--- config.mk ---
export PLATFORM = sky130hd
export DESIGN_NAME = nts_cookie_extractor_flat
export DESIGN_NICKNAME = d
export VERILOG_FILES = /design/src/rtl/nts_cookie_extractor_if.sv /design/src/rtl/nts_cookie_extractor.sv /design/src/flat_wrapper.sv
export SDC_FILE = /design/constraint.sdc
export NUM_CORES = 1
export LEC_CHECK = 0
export CORE_MARGIN = 10
export CORE_UTILIZATION = 47
export DETAILED_ROUTE_END_ITERATION = 7
export PLACE_DENSITY = 0.87
export SLEW_MARGIN = 10
export SYNTH_ARGS = -nofsm -noshare
export SYNTH_HDL_FRONTEND = slang
export SYNTH_SLANG_ARGS = --single-unit
--- constraint.sdc ---
create_clock -name i_clk -period 2.2 [get_ports i_clk]
set_input_delay 0.33 -clock i_clk [delete_from_list [all_inputs] [get_ports i_clk]]
set_output_delay 0.33 -clock i_clk [all_outputs]
set_load 0.02 [all_outputs]
--- src/rtl/nts_cookie_extractor_if.sv ---
// 64-bit extension word stream from the RX parser into the cookie extractor.
interface nts_cookie_extractor_if;
    logic        valid;
    logic        first;
    logic        last;
    logic [63:0] data;
    logic        ready;

    modport master (output valid, output first, output last, output data, input ready);
    modport slave  (input valid, input first, input last, input data, output ready);
endinterface

--- src/rtl/nts_cookie_extractor.sv ---
// Parses a received NTS Cookie extension (header + 12 body words) and streams
// nonce/tag/C2S/S2C as indexed 32-bit words into the cookie handler, then starts unwrap.
module nts_cookie_extractor #(
    parameter logic [15:0] EXT_TAG = 16'h0204,
    parameter logic [15:0] EXT_LEN = 16'h0068
) (
    input  logic                  i_clk,
    input  logic                  i_areset_n,
    nts_cookie_extractor_if.slave ext,
    input  logic                  i_handler_busy,
    output logic [31:0]           o_key_id,
    output logic                  o_key_id_valid,
    output logic                  o_cookie_nonce,
    output logic                  o_cookie_tag,
    output logic                  o_cookie_c2s,
    output logic                  o_cookie_s2c,
    output logic [3:0]            o_cookie_word,
    output logic [31:0]           o_cookie_data,
    output logic                  o_op_unwrap,
    output logic                  o_error
);
    typedef enum logic [2:0] {IDLE, BODY_HI, BODY_LO, UNWRAP, DRAIN} state_t;

    state_t      state, state_nx;
    logic [3:0]  cnt, cnt_nx;
    logic        last_q, last_nx;
    logic [31:0] word_lo, word_lo_nx;
    logic [31:0] key_id_nx, data_nx;
    logic [3:0]  field_nx, word_nx;
    logic        key_vld_nx, unwrap_nx, error_nx;
    logic        ready, hdr_ok;

    // One-hot {nonce, tag, c2s, s2c} for body word n.
    function automatic logic [3:0] field_sel(input logic [3:0] n);
        if (n < 4'd2)      return 4'b1000;
        else if (n < 4'd4) return 4'b0100;
        else if (n < 4'd8) return 4'b0010;
        else               return 4'b0001;
    endfunction

    // Position of body word n within its field, counted in 64-bit pairs.
    function automatic logic [1:0] field_pair(input logic [3:0] n);
        return (n < 4'd4) ? {1'b0, n[0]} : n[1:0];
    endfunction

    assign hdr_ok    = (ext.data[63:48] == EXT_TAG) && (ext.data[47:32] == EXT_LEN);
    assign ext.ready = ready;

    always_comb begin
        ready = 1'b0;
        case (state)
            IDLE:           ready = !i_handler_busy;
            BODY_HI, DRAIN: ready = 1'b1;
            default:        ready = 1'b0;
        endcase
        ready = ready & i_areset_n;
    end

    always_comb begin
        state_nx   = state;
        cnt_nx     = cnt;
        last_nx    = last_q;
        word_lo_nx = word_lo;
        key_id_nx  = o_key_id;
        key_vld_nx = 1'b0;
        field_nx   = 4'b0000;
        word_nx    = o_cookie_word;
        data_nx    = o_cookie_data;
        unwrap_nx  = 1'b0;
        error_nx   = 1'b0;
        case (state)
            IDLE: begin
                if (ext.valid && ready && ext.first) begin
                    // A header that is also the last word cannot carry a body.
                    if (hdr_ok && !ext.last) begin
                        key_id_nx  = ext.data[31:0];
                        key_vld_nx = 1'b1;
                        cnt_nx     = 4'd0;
                        state_nx   = BODY_HI;
                    end else begin
                        error_nx = 1'b1;
                        state_nx = ext.last ? IDLE : DRAIN;
                    end
                end
            end
            BODY_HI: begin
                if (ext.valid) begin
                    if (ext.first) begin
                        error_nx = 1'b1;
                        state_nx = DRAIN;
                    end else begin
                        word_lo_nx = ext.data[31:0];
                        last_nx    = ext.last;
                        field_nx   = field_sel(cnt);
                        word_nx    = {1'b0, field_pair(cnt), 1'b0};
                        data_nx    = ext.data[63:32];
                        state_nx   = BODY_LO;
                    end
                end
            end
            BODY_LO: begin
                field_nx = field_sel(cnt);
                word_nx  = {1'b0, field_pair(cnt), 1'b1};
                data_nx  = word_lo;
                cnt_nx   = cnt + 4'd1;
                // Framing is judged once both halves of the word are out.
                if (cnt == 4'd11) begin
                    if (last_q) begin
                        state_nx = UNWRAP;
                    end else begin
                        error_nx = 1'b1;
                        state_nx = DRAIN;
                    end
                end else if (last_q) begin
                    error_nx = 1'b1;
                    state_nx = IDLE;
                end else begin
                    state_nx = BODY_HI;
                end
            end
            UNWRAP: begin
                if (!i_handler_busy) begin
                    unwrap_nx = 1'b1;
                    state_nx  = IDLE;
                end
            end
            DRAIN: begin
                if (ext.valid && ext.last) state_nx = IDLE;
            end
            default: state_nx = IDLE;
        endcase
    end

    always_ff @(posedge i_clk or negedge i_areset_n) begin
        if (!i_areset_n) begin
            state          <= IDLE;
            cnt            <= 4'd0;
            last_q         <= 1'b0;
            o_key_id       <= 32'd0;
            o_key_id_valid <= 1'b0;
            o_cookie_nonce <= 1'b0;
            o_cookie_tag   <= 1'b0;
            o_cookie_c2s   <= 1'b0;
            o_cookie_s2c   <= 1'b0;
            o_cookie_word  <= 4'd0;
            o_cookie_data  <= 32'd0;
            o_op_unwrap    <= 1'b0;
            o_error        <= 1'b0;
        end else begin
            state          <= state_nx;
            cnt            <= cnt_nx;
            last_q         <= last_nx;
            o_key_id       <= key_id_nx;
            o_key_id_valid <= key_vld_nx;
            o_cookie_nonce <= field_nx[3];
            o_cookie_tag   <= field_nx[2];
            o_cookie_c2s   <= field_nx[1];
            o_cookie_s2c   <= field_nx[0];
            o_cookie_word  <= word_nx;
            o_cookie_data  <= data_nx;
            o_op_unwrap    <= unwrap_nx;
            o_error        <= error_nx;
        end
    end

    always_ff @(posedge i_clk) begin
        word_lo <= word_lo_nx;
    end
endmodule

--- src/flat_wrapper.sv ---
// flat-port wrapper written by rule: the top's interface ports become plain ports
module nts_cookie_extractor_flat 
#(
    parameter logic [15:0] EXT_TAG = 16'h0204,
    parameter logic [15:0] EXT_LEN = 16'h0068
)
  (i_clk, i_areset_n, i_handler_busy, o_key_id, o_key_id_valid, o_cookie_nonce, o_cookie_tag, o_cookie_c2s, o_cookie_s2c, o_cookie_word, o_cookie_data, o_op_unwrap, o_error, ext_valid, ext_first, ext_last, ext_data, ext_ready);
  nts_cookie_extractor_if ext_i ();
  input  logic i_clk;
  input  logic i_areset_n;
  input  logic i_handler_busy;
  output logic [31:0] o_key_id;
  output logic o_key_id_valid;
  output logic o_cookie_nonce;
  output logic o_cookie_tag;
  output logic o_cookie_c2s;
  output logic o_cookie_s2c;
  output logic [3:0] o_cookie_word;
  output logic [31:0] o_cookie_data;
  output logic o_op_unwrap;
  output logic o_error;
  input wire logic [$bits(ext_i.valid)-1:0] ext_valid;
  input wire logic [$bits(ext_i.first)-1:0] ext_first;
  input wire logic [$bits(ext_i.last)-1:0] ext_last;
  input wire logic [$bits(ext_i.data)-1:0] ext_data;
  output wire logic [$bits(ext_i.ready)-1:0] ext_ready;
  assign ext_i.valid = ext_valid;
  assign ext_i.first = ext_first;
  assign ext_i.last = ext_last;
  assign ext_i.data = ext_data;
  assign ext_ready = ext_i.ready;
  nts_cookie_extractor #(.EXT_TAG(EXT_TAG), .EXT_LEN(EXT_LEN)) u_core (.i_clk(i_clk), .i_areset_n(i_areset_n), .ext(ext_i), .i_handler_busy(i_handler_busy), .o_key_id(o_key_id), .o_key_id_valid(o_key_id_valid), .o_cookie_nonce(o_cookie_nonce), .o_cookie_tag(o_cookie_tag), .o_cookie_c2s(o_cookie_c2s), .o_cookie_s2c(o_cookie_s2c), .o_cookie_word(o_cookie_word), .o_cookie_data(o_cookie_data), .o_op_unwrap(o_op_unwrap), .o_error(o_error));
endmodule
# ---- Yosys cells after proc, flatten, opt, wreduce, memory -nomap -nowiden
# Cells that the tools add are included.
dict set report op_classes {
  addsub 1
  order_cmp 3
  n_eq_ne 13
  mux 41
  bitwise 2
  reduce_logical 16
}
# operator n
set ops {}
lappend ops {{$mux W32} 2}
lappend ops {{$pmux W32 S2} 1}
lappend ops {{$mux W4} 8}
lappend ops {{$mux W3} 9}
lappend ops {{$pmux W4 S2} 3}
lappend ops {{$eq A16 B10 Y1 const B} 1}
lappend ops {{$eq A16 B7 Y1 const B} 1}
lappend ops {{$pmux W3 S5} 1}
lappend ops {{$mux W1} 13}
lappend ops {{$reduce_and A3 Y1} 4}
lappend ops {{$eq A3 B2 Y1 const B} 2}
lappend ops {{$ne A2 B1 Y1 const B} 3}
lappend ops {{$ne A2 B2 Y1 const B} 3}
lappend ops {{$logic_and A1 B1 Y1} 5}
lappend ops {{$add A4 B1 Y4 const B} 1}
lappend ops {{$eq A4 B4 Y1 const B} 1}
lappend ops {{$lt A4 B2 Y1 const B} 1}
lappend ops {{$lt A4 B3 Y1 const B} 1}
lappend ops {{$lt A4 B4 Y1 const B} 1}
lappend ops {{$mux W2} 2}
lappend ops {{$reduce_and A4 Y1} 1}
lappend ops {{$reduce_bool A2 Y1} 2}
lappend ops {{$eq A3 B1 Y1 const B} 1}
lappend ops {{$eq A3 B3 Y1 const B} 1}
lappend ops {{other kinds (7)} 8}
dict set report word_totals {
  ff_bits 115
  input_bits 70
  output_inout_bits 76
  elab_cells 90
}

# ---- Depth between registers and ports, before layout
dict set report logic_depth {
  depth_word 8
  ltp_mapped 8
  mapped_depth_nobuf 8
}

# ---- Worst setup path after synthesis
# OpenSTA, ideal clock, no wires.
dict set report synth_path {
  path_type {register to output}
  startpoint {register u_core.state[0]}
  endpoint {output ext_ready}
  arrival_ns 1.733
  required_time_ns 1.870
  setup_slack_ns 0.137
  stages_incl_launch_ff 3
  path_buffers 1
  cell_sequence {dfrtp_1 -> clkbuf_1 -> a2111oi_0}
}
dict set report synth_via {
  elab_chain_cells 4
  word_cells_on_any_way 6
}
# item line
set synth_lines {}
lappend synth_lines {{start: declaration} nts_cookie_extractor.sv:24} ;# state_t state, state_nx;
lappend synth_lines {{start signal: assignment} nts_cookie_extractor.sv:150} ;# state <= state_nx;
lappend synth_lines {{$eq A3 B1 Y1 / $eq A3 B3 Y1 (equally long branches)} --}
lappend synth_lines {{$reduce_or A2 Y1} nts_cookie_extractor.sv:51} ;# case (state)
lappend synth_lines {{$pmux W1 S2 (*)} nts_cookie_extractor.sv:51}
lappend synth_lines {{$and A1 B1 Y1 (*)} nts_cookie_extractor.sv:56} ;# ready = ready & i_areset_n;
lappend synth_lines {{end: declaration} flat_wrapper.sv:26} ;# output wire logic [$bits(ext_i.ready)-1:0] ext_ready;
# Mark *: on every way between the ends. The rest lies on a longest branch, timed or not.

# ---- Final worst setup path
dict set report layout_path {
  startpoint {register u_core.state[2]}
  endpoint {output ext_ready}
}
# Same word-level chain as after synthesis.

==> results.yml <==
cells_and_area:
  n_fill_cell: 637
  diodes: 0
  layout-area-overhead-vs-synth_pct: 51.4
  multi_input_area_mm2: 0.00166
  regArea_mm2: 0.00301
  layout-drive-gt1-share: 0.200
  final_nets: 611
  final_area_mm2: 0.00731
logic_synthesis:
  avgSynthCellArea_um2: 13.6
  synth_cell_types: 43
  syn_inst: 354
  synth_seq_cells: 114
  synth_top_area_cell: "dfrtp_1"
  ys_seq_area_frac: 0.624
  ys_async_sr_fraction: 0.719
  synth_area_leaders: "dfrtp_1 43%, edfxtp_1 20%, mux2_4 9.0%"
  synth_top_area_frac: 0.425
  ys.flop_type: "dfrtp_1"
  synth_fp_nets: 428
  synth_edf_count: 32
  synth_area_mm2: 0.00483
  ys_warn_count: 0
run_status:
  status: "finished, final reports clean"
sta:
  tightest_slew_ps: 611
  relSlewSlack: 0.592
  drv_slew: 0
  fin_crit_sh: 0.937
  clock_skew_ps: 3.59
  rsz0062_at_grt: "no"
  min_period_ps: 2060
  timing.fmax_mhz: 485
  hold_viol_final: 0
  setup_violations: 0
floorplanning:
  initial_utilization: 0.487
  io_pins: 146
  die_x_um: 121
  rows: 36
  core_mm2: 0.00991
  dieArea_mm2: 0.0147
  die_h_um: 121
power_and_ir_drop:
  ir_worst_vdd_mv: 0.500
  power.density_mw_per_mm2: 743
  p_leak_nw: 2.89
  finalPower_w: 0.00543
worst_setup_path:
  cp_cell_sequence: "a2111oi_1, dlygate4sd1_1"
  slowest_stage: "dfrtp_2"
  crit_family: "flip-flops"
  regToRegStartpoint: "u_core.state[1]"
  path_max_fanout: 9
  ff2ff_setup_slack_ps: 150
  path_buf_inv: 1
  r2r_cells: 7
  regToRegEndpoint: "u_core.state[1]"
  cp.required_ps: 1870
  critPathLaunchType: "flop"
  critPathMaxStageDelay_ps: 470
  crit_path_end_kind: "output pin"
  crit_type: "reg2out"
  cp.arrival_ps: 1730
clock_tree:
  cts_tree: "done"
  clk_pin_slew_ps: 50
  root_buffer: "clkbuf_8"
  clock_latency_ps: 510
  htreeDepth: 4
  numCtsBuffers: 17
  clock_path_buffers: 2
  clock_sinks: 114
drt:
  vias: 3537
  drtIter0Drc: 186
  met3_wirelength_mm: 1.03
  drtPass1Iterations: 4
  route.met2.wl_mm: 6.86
  ant_nets: 0
  wl_met1_mm: 5.28
  avgViaCountPerCell: 5.18
  route.detailed.drc: 0
  totalWireLength_mm: 13.4
  wl_per_cell_um: 19.6
  top_layer: "met4"
global_routing:
  grt_max_degree: 67
  grt_pass1_wl_mm: 20.8
  grt_antenna_before_repair: 0
  grt_pass1_vias: 3855
  gr-total-overflow: 0
  grt_usage: 0.182
min_path:
  hp-class: "in2reg"
  whs_path_depth: 1
  worstHoldEndpoint: "u_core.word_lo[22]"
  min_from: "ext_data[22]"
placed_design:
  io_buffers: 144
  gp_congestion: 0.859
  placed_cell_area_mm2: 0.00665
  dp_hpwl_mm: 9.40
job:
  timing.max_cap.violations: 0
-- registers in the layout, indices dropped and copies added (netlist names) --
name / cells
u_core.o_cookie_data: 32
u_core.o_key_id: 32
u_core.word_lo: 32
u_core.cnt: 4
u_core.o_cookie_word: 3
u_core.state: 3
u_core.last_q: 1
u_core.o_cookie_c2s: 1
u_core.o_cookie_nonce: 1
u_core.o_cookie_s2c: 1
u_core.o_cookie_tag: 1
u_core.o_error: 1
u_core.o_key_id_valid: 1
u_core.o_op_unwrap: 1
-- kinds of logic after synthesis --
logic type,Yosys count,share of synthesized area
simple gates,87,0.0969
buf+inv,26,0.0355
other cells,1,0.000777
fa+ha+maj,4,0.0104
flops,114,0.624
compound gates,57,0.0664
mux,65,0.166
-- worst register-to-register path, stage by stage (launching register included) --
cell and delay [ps]:
dfrtp_1 420, nand2b_1 220, buf_4 170, nor3_2 320, buf_4 200, buf_4 170, inv_2 50, a311oi_1 370
-- layout by cell type, fill, tap and decap left out, types with 2 or more instances in the layout --
master           Yosys  layout
a2111o_1             2       2
a21oi_1              6       6
a221oi_1             2       2
and4_1               2       2
buf_12               3       5
buf_4                4      35
bufinv_16            0       6
clkbuf_1            10       2
clkbuf_16            0      16
clkbuf_8             0       2
clkdlybuf4s50_1      0     142
clkinv_1             0       2
clkinv_2             0       3
dfrtp_1             82      81
edfxtp_1            32      32
ha_1                 4       4
inv_1                5       5
mux2_2               4       4
mux2_4              29      29
mux2i_1             32      32
nand2_1             42      42
nand2b_1             3       3
nand3_1              2       2
nand3b_1             2       2
nor2_1               9       8
nor2b_1              2       2
nor3b_1              3       3
nor4_1               5       5
nor4b_1              4       4
o21ai_0             42      42
or3_1                3       3
-- final cells by class --
cell class                      instances  share of cell area
Timing Repair Buffer                  184               0.247
Inverter                                6             0.00308
Sequential cell                       114               0.412
Clock buffer                           20              0.0596
Clock inverter                         12              0.0288
Tap cell                              133              0.0228
Multi-Input combinational cell        214               0.227
-- repair_timing --
action,CTS,global route
gates resized for setup,1,3
hold endpoints to repair,38,0
buffers inserted,0,0
hold buffers,1,0
setup endpoints to repair,1,1
-- worst max-delay path by stage --
| stage | from | endpoint | slack [ps] | cells past startpoint |
|---|---|---|---|---|
| 6_report | u_core.state[2] | ext_ready | 140 | 2 |
| 5_1_grt | u_core.state[1] | u_core.o_cookie_data[9] | 10 | 7 |
| 4_1_cts | u_core.state[2] | ext_ready | 40 | 3 |
| 3_5_place_dp | ext_data[42] | u_core.o_key_id[2] | -360 | 7 |
| 3_3_place_gp | ext_data[42] | u_core.o_key_id[0] | -310 | 7 |
| 2_1_floorplan | u_core.state[0] | ext_ready | 140 | 2 |
-- cell usage after synthesis (4+ instances only) --
cell type / number
dfrtp_1: 82
nand2_1: 42
o21ai_0: 42
edfxtp_1: 32
mux2i_1: 32
mux2_4: 29
clkbuf_1: 10
nor2_1: 9
a21oi_1: 6
inv_1: 5
nor4_1: 5
buf_4: 4
ha_1: 4
mux2_2: 4
nor4b_1: 4
-- through the flow --
| step | setup slack, ps | hold WS (ps) | util | TNS (ps) | cells |
|---|---|---|---|---|---|
| 3_3_place_gp | -310 | 431 | 0.671 | -9850 | 650 |
| 2_1_floorplan | 137 | 34.4 | - | 0 | 354 |
| 4_1_cts | 42.2 | 393 | 0.737 | 0 | 683 |
| 6_report | 138 | 408 | 0.738 | 0 | 683 |
| 3_5_place_dp | -360 | 435 | 0.671 | -12270 | 650 |
| 5_1_grt | 13.8 | 389 | 0.738 | 0 | 683 |
-- where the power goes --
| group | internal, W | leakage, nW | switching [W] | total, W |
|---|---|---|---|---|
| Combinational | 0.000149 | 1.34 | 0.0000991 | 0.000248 |
| Clock | 0.00208 | 0.314 | 0.000914 | 0.00300 |
| Sequential | 0.00218 | 1.24 | 0.00000280 | 0.00219 |
| Total | 0.00441 | 2.89 | 0.00102 | 0.00543 |
-- per-layer routing --
layer | global-route usage | vias up
li1 | - | 1644
met3 | 0.0726 | 21
met1 | 0.203 | 1741
met5 | 0 | -
met4 | 0.0596 | 0
met2 | 0.311 | 131
Power figures use the tool's default switching activity.
